## src/rtl/seg_pkg.sv

```systemverilog
// seg_pkg: register map, CTRL layout, reset constants and segment patterns for the display controller
package seg_pkg;
    localparam logic [1:0] REG_VALUE  = 2'd0;
    localparam logic [1:0] REG_CTRL   = 2'd1;
    localparam logic [1:0] REG_STATUS = 2'd2;

    typedef struct packed {
        logic       en;
        logic [10:0] pad;
        logic [3:0] bright;
        logic [7:0] bmask;
        logic [7:0] mask;
    } ctrl_t;

    localparam logic [31:0] CTRL_RST   = 32'h800F00FF;
    localparam logic [31:0] CTRL_WMASK = 32'h800FFFFF;
    localparam logic [6:0]  SEG_OFF    = 7'h7F;

    // bit 6 = segment a ... bit 0 = segment g, active-low
    localparam logic [6:0] SEG_TABLE [16] = '{
        7'h01, 7'h4F, 7'h12, 7'h06, 7'h4C, 7'h24, 7'h20, 7'h0F,
        7'h00, 7'h04, 7'h08, 7'h60, 7'h31, 7'h42, 7'h30, 7'h38
    };
endpackage

```

## src/rtl/seg_scan_ctrl_if.sv

```systemverilog
// seg_scan_ctrl_if: Wishbone slave bus bundle for the display controller
interface seg_scan_ctrl_if;
    logic [3:0]  ADR_I;
    logic [31:0] DAT_I;
    logic [31:0] DAT_O;
    logic        STB_I;
    logic        CYC_I;
    logic        WE_I;
    logic        ACK_O;

    modport master (output ADR_I, DAT_I, STB_I, CYC_I, WE_I, input DAT_O, ACK_O);
    modport slave  (input ADR_I, DAT_I, STB_I, CYC_I, WE_I, output DAT_O, ACK_O);
endinterface

```

## src/rtl/seg_hex_decode.sv

```systemverilog
// seg_hex_decode: hex nibble to active-low seven-segment pattern
module seg_hex_decode
    import seg_pkg::*;
(
    input  logic [3:0] nib,
    output logic [6:0] seg
);
    assign seg = SEG_TABLE[nib];
endmodule

```

## src/rtl/seg_scan_ctrl.sv

```systemverilog
// seg_scan_ctrl: Wishbone-mapped eight-digit seven-segment scan controller with PWM and blink
module seg_scan_ctrl
    import seg_pkg::*;
#(
    parameter int CLOCKFREQ  = 100000000,
    parameter int REFRESH_HZ = 500,
    parameter int BLINK_HZ   = 2
) (
    input  logic           CLK_I,
    input  logic           RST_I,
    seg_scan_ctrl_if.slave bus,
    output logic [7:0]     O_anode,
    output logic [6:0]     O_cathode
);
    localparam int PHASE_RAW = CLOCKFREQ / (REFRESH_HZ * 128);
    localparam int PHASE_DIV = PHASE_RAW < 1 ? 1 : PHASE_RAW;
    localparam int BLINK_RAW = CLOCKFREQ / (2 * BLINK_HZ);
    localparam int BLINK_DIV = BLINK_RAW < 1 ? 1 : BLINK_RAW;
    localparam int PW = PHASE_DIV > 1 ? $clog2(PHASE_DIV) : 1;
    localparam int BW = BLINK_DIV > 1 ? $clog2(BLINK_DIV) : 1;

    logic [PW-1:0] pre_cnt;
    logic [BW-1:0] blink_cnt;
    logic [6:0]    scan;
    logic          blink;
    logic [31:0]   value;
    ctrl_t         ctrl;
    logic [31:0]   rd_data;
    logic [2:0]    digit;
    logic [3:0]    nib;
    logic [6:0]    seg;
    logic          req, tick, bdone, lit, unused_adr;

    assign unused_adr = ^bus.ADR_I[1:0];
    assign digit = scan[6:4];
    assign nib   = value[{digit, 2'b00} +: 4];

    seg_hex_decode u_dec (.nib(nib), .seg(seg));

    // bus request, counter terminal counts, lit gating and read mux
    always_comb begin
        req     = bus.CYC_I & bus.STB_I & ~bus.ACK_O;
        tick    = pre_cnt == PW'(PHASE_DIV - 1);
        bdone   = blink_cnt == BW'(BLINK_DIV - 1);
        lit     = ctrl.en & ctrl.mask[digit] & (scan[3:0] <= ctrl.bright) & ~(ctrl.bmask[digit] & blink);
        rd_data = bus.ADR_I[3:2] == REG_VALUE  ? value :
                  bus.ADR_I[3:2] == REG_CTRL   ? 32'(ctrl) :
                  bus.ADR_I[3:2] == REG_STATUS ? {23'd0, blink, 5'd0, digit} : 32'd0;
    end

    // free-running prescaler, scan counter and blink phase; untouched by register writes
    always_ff @(posedge CLK_I or posedge RST_I) begin
        if (RST_I) begin
            pre_cnt   <= '0;
            scan      <= '0;
            blink_cnt <= '0;
            blink     <= 1'b0;
        end else begin
            pre_cnt   <= tick ? '0 : pre_cnt + 1'b1;
            scan      <= tick ? scan + 1'b1 : scan;
            blink_cnt <= bdone ? '0 : blink_cnt + 1'b1;
            blink     <= bdone ? ~blink : blink;
        end
    end

    // Wishbone slave: one-cycle ack, register write on the ack edge, registered read data
    always_ff @(posedge CLK_I or posedge RST_I) begin
        if (RST_I) begin
            bus.ACK_O <= 1'b0;
            bus.DAT_O <= '0;
            value     <= '0;
            ctrl      <= ctrl_t'(CTRL_RST);
        end else begin
            bus.ACK_O <= req;
            bus.DAT_O <= (req & ~bus.WE_I) ? rd_data : '0;
            if (req & bus.WE_I & (bus.ADR_I[3:2] == REG_VALUE)) value <= bus.DAT_I;
            if (req & bus.WE_I & (bus.ADR_I[3:2] == REG_CTRL)) ctrl <= ctrl_t'(bus.DAT_I & CTRL_WMASK);
        end
    end

    // anode and cathode registered together so they never disagree
    always_ff @(posedge CLK_I or posedge RST_I) begin
        if (RST_I) begin
            O_anode   <= '0;
            O_cathode <= SEG_OFF;
        end else begin
            O_anode   <= lit ? 8'd1 << digit : 8'd0;
            O_cathode <= lit ? seg : SEG_OFF;
        end
    end
endmodule
```

## src/flat_wrapper.sv

```systemverilog
// flat-port wrapper written by rule: the top's interface ports become plain ports
module seg_scan_ctrl_flat import seg_pkg::*;
#(
    parameter int CLOCKFREQ  = 100000000,
    parameter int REFRESH_HZ = 500,
    parameter int BLINK_HZ   = 2
)
  (CLK_I, RST_I, O_anode, O_cathode, bus_ADR_I, bus_DAT_I, bus_STB_I, bus_CYC_I, bus_WE_I, bus_DAT_O, bus_ACK_O);
  seg_scan_ctrl_if bus_i ();
  input  logic CLK_I;
  input  logic RST_I;
  output logic [7:0] O_anode;
  output logic [6:0] O_cathode;
  input wire logic [$bits(bus_i.ADR_I)-1:0] bus_ADR_I;
  input wire logic [$bits(bus_i.DAT_I)-1:0] bus_DAT_I;
  input wire logic [$bits(bus_i.STB_I)-1:0] bus_STB_I;
  input wire logic [$bits(bus_i.CYC_I)-1:0] bus_CYC_I;
  input wire logic [$bits(bus_i.WE_I)-1:0] bus_WE_I;
  output wire logic [$bits(bus_i.DAT_O)-1:0] bus_DAT_O;
  output wire logic [$bits(bus_i.ACK_O)-1:0] bus_ACK_O;
  assign bus_i.ADR_I = bus_ADR_I;
  assign bus_i.DAT_I = bus_DAT_I;
  assign bus_i.STB_I = bus_STB_I;
  assign bus_i.CYC_I = bus_CYC_I;
  assign bus_i.WE_I = bus_WE_I;
  assign bus_DAT_O = bus_i.DAT_O;
  assign bus_ACK_O = bus_i.ACK_O;
  seg_scan_ctrl #(.CLOCKFREQ(CLOCKFREQ), .REFRESH_HZ(REFRESH_HZ), .BLINK_HZ(BLINK_HZ)) u_core (.CLK_I(CLK_I), .RST_I(RST_I), .bus(bus_i), .O_anode(O_anode), .O_cathode(O_cathode));
endmodule
```

## config.mk

```make
export PLATFORM = sky130hd
export DESIGN_NAME = seg_scan_ctrl_flat
export DESIGN_NICKNAME = d
export VERILOG_FILES = /design/src/rtl/seg_pkg.sv /design/src/rtl/seg_scan_ctrl_if.sv /design/src/rtl/seg_hex_decode.sv /design/src/rtl/seg_scan_ctrl.sv /design/src/flat_wrapper.sv
export SDC_FILE = /design/constraint.sdc
export NUM_CORES = 1
export LEC_CHECK = 0
export BUFFER_PORTS_ARGS = -buffer_cell sky130_fd_sc_hd__buf_4
export CAP_MARGIN = 20
export CELL_PAD_IN_SITES_DETAIL_PLACEMENT = 1
export CELL_PAD_IN_SITES_GLOBAL_PLACEMENT = 1
export CORE_UTILIZATION = 45
export DETAILED_ROUTE_END_ITERATION = 10
export PLACE_DENSITY_LB_ADDON = 0.3
export SLEW_MARGIN = 20
export SYNTH_ARGS = -nofsm -noshare
export SYNTH_HDL_FRONTEND = slang
export SYNTH_SLANG_ARGS = --single-unit
```

## constraint.sdc

```tcl
create_clock -name CLK_I -period 8 [get_ports CLK_I]
set_input_delay 1.6 -clock CLK_I [delete_from_list [all_inputs] [get_ports CLK_I]]
set_output_delay 1.6 -clock CLK_I [all_outputs]
set_load 0.03 [all_outputs]
```

[Yosys cells after proc, flatten, opt, wreduce, memory -nomap -nowiden]
Memory sizes are Yosys's and may differ from the RTL's.
Cells that the tools add are included.
Cells by class
  add/sub/neg operators: 3
  muxes and demuxes: 14
  eq/ne operators: 4
  shift-type cells: 2
  magnitude comparators: 3
  reductions and logical operators: 1
  bitwise gates (word level): 15
Operators by type and width (number)
  $mux W32: 3
  $shiftx A32 B6 Y4: 1
  $add A25 B1 Y25 const B: 1
  $eq A25 B25 Y1 const B: 1
  $mux W25: 1
  $mux W7: 3
  $add A11 B1 Y11 const B: 1
  $eq A11 B11 Y1 const B: 1
  $mux W11: 1
  $and A1 B1 Y1: 10
  $mux W9: 1
  $mux W8: 1
  $shl A1 B3 Y8 const A: 1
  $add A7 B1 Y7 const B: 1
  $bmux W1 S3: 2
  $ge A5 B5 Y1 const B: 1
  $not A4 Y5: 1
  $le A4 B4 Y1: 1
  $lt A3 B4 Y1 const B: 1
  $not A1 Y1: 4
  $eq A2 B1 Y1 const B: 1
  $eq A2 B2 Y1 const B: 1
  $logic_not A2 Y1: 1
  $mux W1: 2
Word-level totals
  flip-flop bits (word level): 145
  bits of input ports: 41
  memories kept: 1
  bits in read-only memories: 112
  output and inout bits: 48
  logic and storage cells: 56
Memory list
  (name not given): depth 16, bits a word 7, read ports 1, clocked after memory_dff 0, write ports 0, RTL line seg_hex_decode.sv:8  | assign seg = SEG_TABLE[nib];

[Depth between registers and ports, before layout]
  depth in word-level cells: 6
  mapped depth: 11
  mapped depth without buffers: 9

[By module]
A second synthesis with hierarchy kept.
Second synthesis, totals
  cells, all modules: 538
  area, all modules: 6672.6 um2
Modules (own cells, without submodules)
  seg_scan_ctrl: times used 1, seq. area each 3653.5 um2, cells an instance 507, area each 6409.9 um2
  seg_hex_decode: times used 1, seq. area each 0.0 um2, cells an instance 31, area each 262.8 um2

[Worst setup path before layout]
OpenSTA, ideal clock, no wires.
  kind: input-to-reg
  from: input bus_CYC_I
  to: register u_core.value[0]
  arrival: 2.936 ns
  slack: 4.939 ns
  path buffers: 1
  library setup time: 0.125 ns
  stages: 5
  required time: 7.875 ns
  cells stage by stage: nand2_1 -> or2_2 -> nor4b_2 -> buf_2 -> mux2_2
Between the ends
  cells in the longest elaborated chain, start to end: 4
Ends and longest elaborated chain
  start, declared: RTL line flat_wrapper.sv:17  | input wire logic [$bits(bus_i.CYC_I)-1:0] bus_CYC_I;
  $and A1 B1 Y1 (2 in series): RTL line seg_scan_ctrl.sv:42  | req = bus.CYC_I & bus.STB_I & ~bus.ACK_O;
  $and A1 B1 Y1 (2 in series): RTL line seg_scan_ctrl.sv:76  | if (req & bus.WE_I & (bus.ADR_I[3:2] == REG_VALUE)) value <= bus.DAT_I;
  end signal, assigned: RTL line seg_scan_ctrl.sv:76
  end, declared: RTL line seg_scan_ctrl.sv:26  | logic [31:0] value;
Every way passes these cells.
A chain may end at the register's enable or synchronous reset.

[Worst setup path in the final report]
  from: input bus_CYC_I
  to: register u_core.bus.DAT_O[21]
Between the ends
  cells in the longest elaborated chain, start to end: 4
Ends and longest elaborated chain
  $and A1 B1 Y1 (2 in series): RTL line seg_scan_ctrl.sv:42
  $and A1 B1 Y1: RTL line seg_scan_ctrl.sv:75  | bus.DAT_O <= (req & ~bus.WE_I) ? rd_data : '0;
  $mux W32: RTL line seg_scan_ctrl.sv:75
  end signal, assigned: RTL line seg_scan_ctrl.sv:75
  end, declared: RTL line seg_scan_ctrl_if.sv:12  | modport slave (input ADR_I, DAT_I, STB_I, CYC_I, WE_I, output DAT_O, ACK_O);
Every way passes these cells.

==> summary.txt <==
Global routing
  – Number of global-route vias before repair: 4904
  – Grt ovf: 0
  – Initial antenna violation count: 0
  – Global Route Usage Sum: 0.2343
  – Largest net degree at the start of global routing: 77
  – First-pass GRT wire length: between 20000 and 30000 µm

Synthesis
  – Top-area cell type share of the netlist area: 0.4773
  – Synth Register Bits: about 150
  – Top cells by area, synth: dfrtp_1 48%, mux2_2 9.6%, dfstp_2 8.0%
  – Cell taking the most area after synthesis: dfrtp_1
  – Async SR Flop Fraction: 1.000
  – Most common cell in the netlist: dfrtp_1
  – Register area share after synthesis: 0.5575
  – Instance count of the mapped netlist: about 520
  – Synthesized net count: between 500 and 600
  – Post-synth cell types: 53
  – Main synth FF type: dfrtp_1
  – Mean post-synth cell area: ~13 µm²
  – Syn Std Cell Area: 6554 µm²
  – Commonest cells in the netlist: 125 x dfrtp_1, 56 x mux2_2, 55 x nor2_1, 28 x mux2i_1, 26 x nand2_1
  – Post-synth EDFFs: 0
  – Ys Warns: 0

Drt
  – Residual DRC: 0
  – DRT Pass-1 Iters: 4
  – Routed WL: 15830 µm
  – Initial DRC Count: between 150 and 200
  – DR vias: around 4.4k
  – DR vias/cell: around 5.4
  – Final ANT Viol Nets: 0
  – WL/cell: around 20 µm

Worst setup path
  – Worst EP required: 8360 ps
  – Crit. End Element: register
  – Worst Setup Path Type: input port to register
  – Critical Path Fanout Max: 18
  – Element type at the critical path start: input port
  – CP Data Arrival Time: roughly 3300 ps

Die
  – Die width: roughly 120 µm
  – Die H: 122.7 µm
  – FP Rows: 43
  – Initial Util: 0.4667
  – Core area: 14040 µm²
  – Die ar.: 15050 µm²
  – I/O Pins: just under 90

Cells and area
  – Post-route cell area: just under 8000 µm²
  – Post-Layout Cell Count: just over 800
  – Fin nets: approximately 670
  – Diode count: 0
  – P&R area growth vs syn: 21.32%
  – Share of the core filled with cells: 0.5662
  – Fillcell total: about 1.4k
  – Share of cells above drive strength 1: 0.3387

Timing
  – Max Clock Skew: roughly 6.8 ps
  – Fin. max-slew vios: 0
  – WHS: around 490 ps
  – Setup violations, final: 0
  – Final cycle utilization of the critical path: 0.3674
  – RSZ-0062 raised after global routing: no
  – Fmax: around 0.34 GHz
  – Setup TNS: 0 ps
  – Worst slew pin tran: 1032 ps
  – Final setup margin: roughly 5100 ps
  – Fin crit period: 2939 ps
  – Slew margin rel.: 0.2921
  – Final hold vios: 0

CTS
  – Clock Path Buffers: 2
  – Clock root buffer: clkbuf_16
  – CTS sink cnt: about 150
  – Cts repair resizes: 0
  – H-tree levels: 4
  – Hold-fix buffers, CTS: 0
  – Clock Pin Slew Worst Setup and Hold Paths: about 60 ps
  – Clk Latency, worst-skew pair: about 430 ps
  – Cts bufs inserted: 17
  – CTS tree: yes
  – Post-CTS setup buffers: 0

Power and ir drop
  – Power Dens Cells: 244.9 nW/µm²
  – Switching Share: 0.2686
  – Net Sw Power: ~0.52 mW
  – Leak Pwr: ~3.7 nW
  – Seq pwr share: 0.457
  – Power Internal: roughly 1.4 mW
  – Clk pwr share: 0.397
  – Maximum VDD drop: 0.0001134 V
  – Total power: around 1.9 mW
  – Combinational Power Share: 0.147

Min path
  – Hold WC Path Type: register to register

Run status
  – Status: finished, final reports clean

Place
  – Placed cell area: 7381 µm²
  – Final HPWL DP: roughly 11000 µm
  – Dpl cells: 774
  – GP Congestion: about 0.77
  – PortBufs: 86
  – Dpl ws: 4629 ps

Job
  – Max-cap violations: 0
==> flip-flops by register name, summed over array words and instances, names as in the netlist <==
name / flops
u_core.O_anode: 8
u_core.bus.DAT_O: 32
u_core.value: 32
u_core.blink: 1
u_core.ctrl: 21
u_core.bus.ACK_O: 1
u_core.scan: 7
u_core.O_cathode: 7
u_core.blink_cnt: 25
u_core.pre_cnt: 11
==> cell usage in the layout (no fill, tap or decap), types with 14 or more instances in the layout <==
cell type,n
nor2_1,55
dfstp_2,20
clkbuf_16,17
ha_1,14
nand3_1,15
dfrtp_1,125
mux2i_1,28
nand2_1,26
buf_4,93
mux2_2,56
xnor2_1,23
==> area by class of cell <==
| class | instances | area [µm²] | share of cell area |
|---|---|---|---|
| timing repair buffer | 93 | 698.2 | 0.08780 |
| tap | 180 | 225.2 | 0.02832 |
| clock inverter | 13 | 137.6 | 0.01731 |
| inverter | 13 | 53.80 | 0.006766 |
| clock buffer | 19 | 432.9 | 0.05445 |
| multi-input combinational | 343 | 2750 | 0.3459 |
| sequential | 145 | 3654 | 0.4595 |
==> critical path, cell delays in order <==
cell,delay [ps]
buf_4,80
nand2_1,60
or2_2,320
or3_1,330
buf_4,220
nor2_1,470
and2_1,220
==> final timing paths <==
path | from | slack (ps) | end | depth (start not counted)
worst max-delay path | bus_CYC_I | 5060 | u_core.bus.DAT_O[21] | 7
worst min-delay path | u_core.blink_cnt[22] | 490 | u_core.blink_cnt[22] | 1
worst max register to register | u_core.scan[4] | 5220 | u_core.O_cathode[3] | 6
worst min register to register | u_core.blink_cnt[22] | 490 | u_core.blink_cnt[22] | 1
max in group asynchronous | RST_I | 5390 | u_core.blink_cnt[16] | 3
min in group asynchronous | RST_I | 1280 | u_core.bus.DAT_O[27] | 2
==> metal layers <==
layer / share of wire / vias up / track usage
met3: 0.036 / 17 / 0.04879
li1: - / 2011 / -
met2: 0.52 / 84 / 0.4027
met4: 0.014 / 0 / 0.08613
met1: 0.43 / 2260 / 0.2901
met5: 0 / - / 0
==> logic make-up (layout without fill, tap and decap cells) <==
group | count (synthesis) | in the layout | synth area share
buffers and inverters | 36 | 138 | 0.02501
multiplexers | 95 | 95 | 0.1802
flip-flops | 145 | 145 | 0.5575
AND/OR/NAND/NOR | 170 | 170 | 0.1338
XOR/XNOR | 35 | 35 | 0.04677
AO/OA/AOI/OAI | 29 | 29 | 0.02998
adder cells (fa/ha/maj) | 14 | 14 | 0.02673
==> power by group through the flow <==
stage / clock [mW] / sequential, mW / combinational [mW]
after CTS: 0.787 / 0.889 / 0.289
after floorplan: 0 / 0.892 / 0.188
after global placement: 0 / 0.892 / 0.270
final: 0.772 / 0.889 / 0.285
after global routing: 0.816 / 0.898 / 0.312
after detailed placement: 0 / 0.900 / 0.285
No activity file was read; power rests on OpenSTA's default activity.
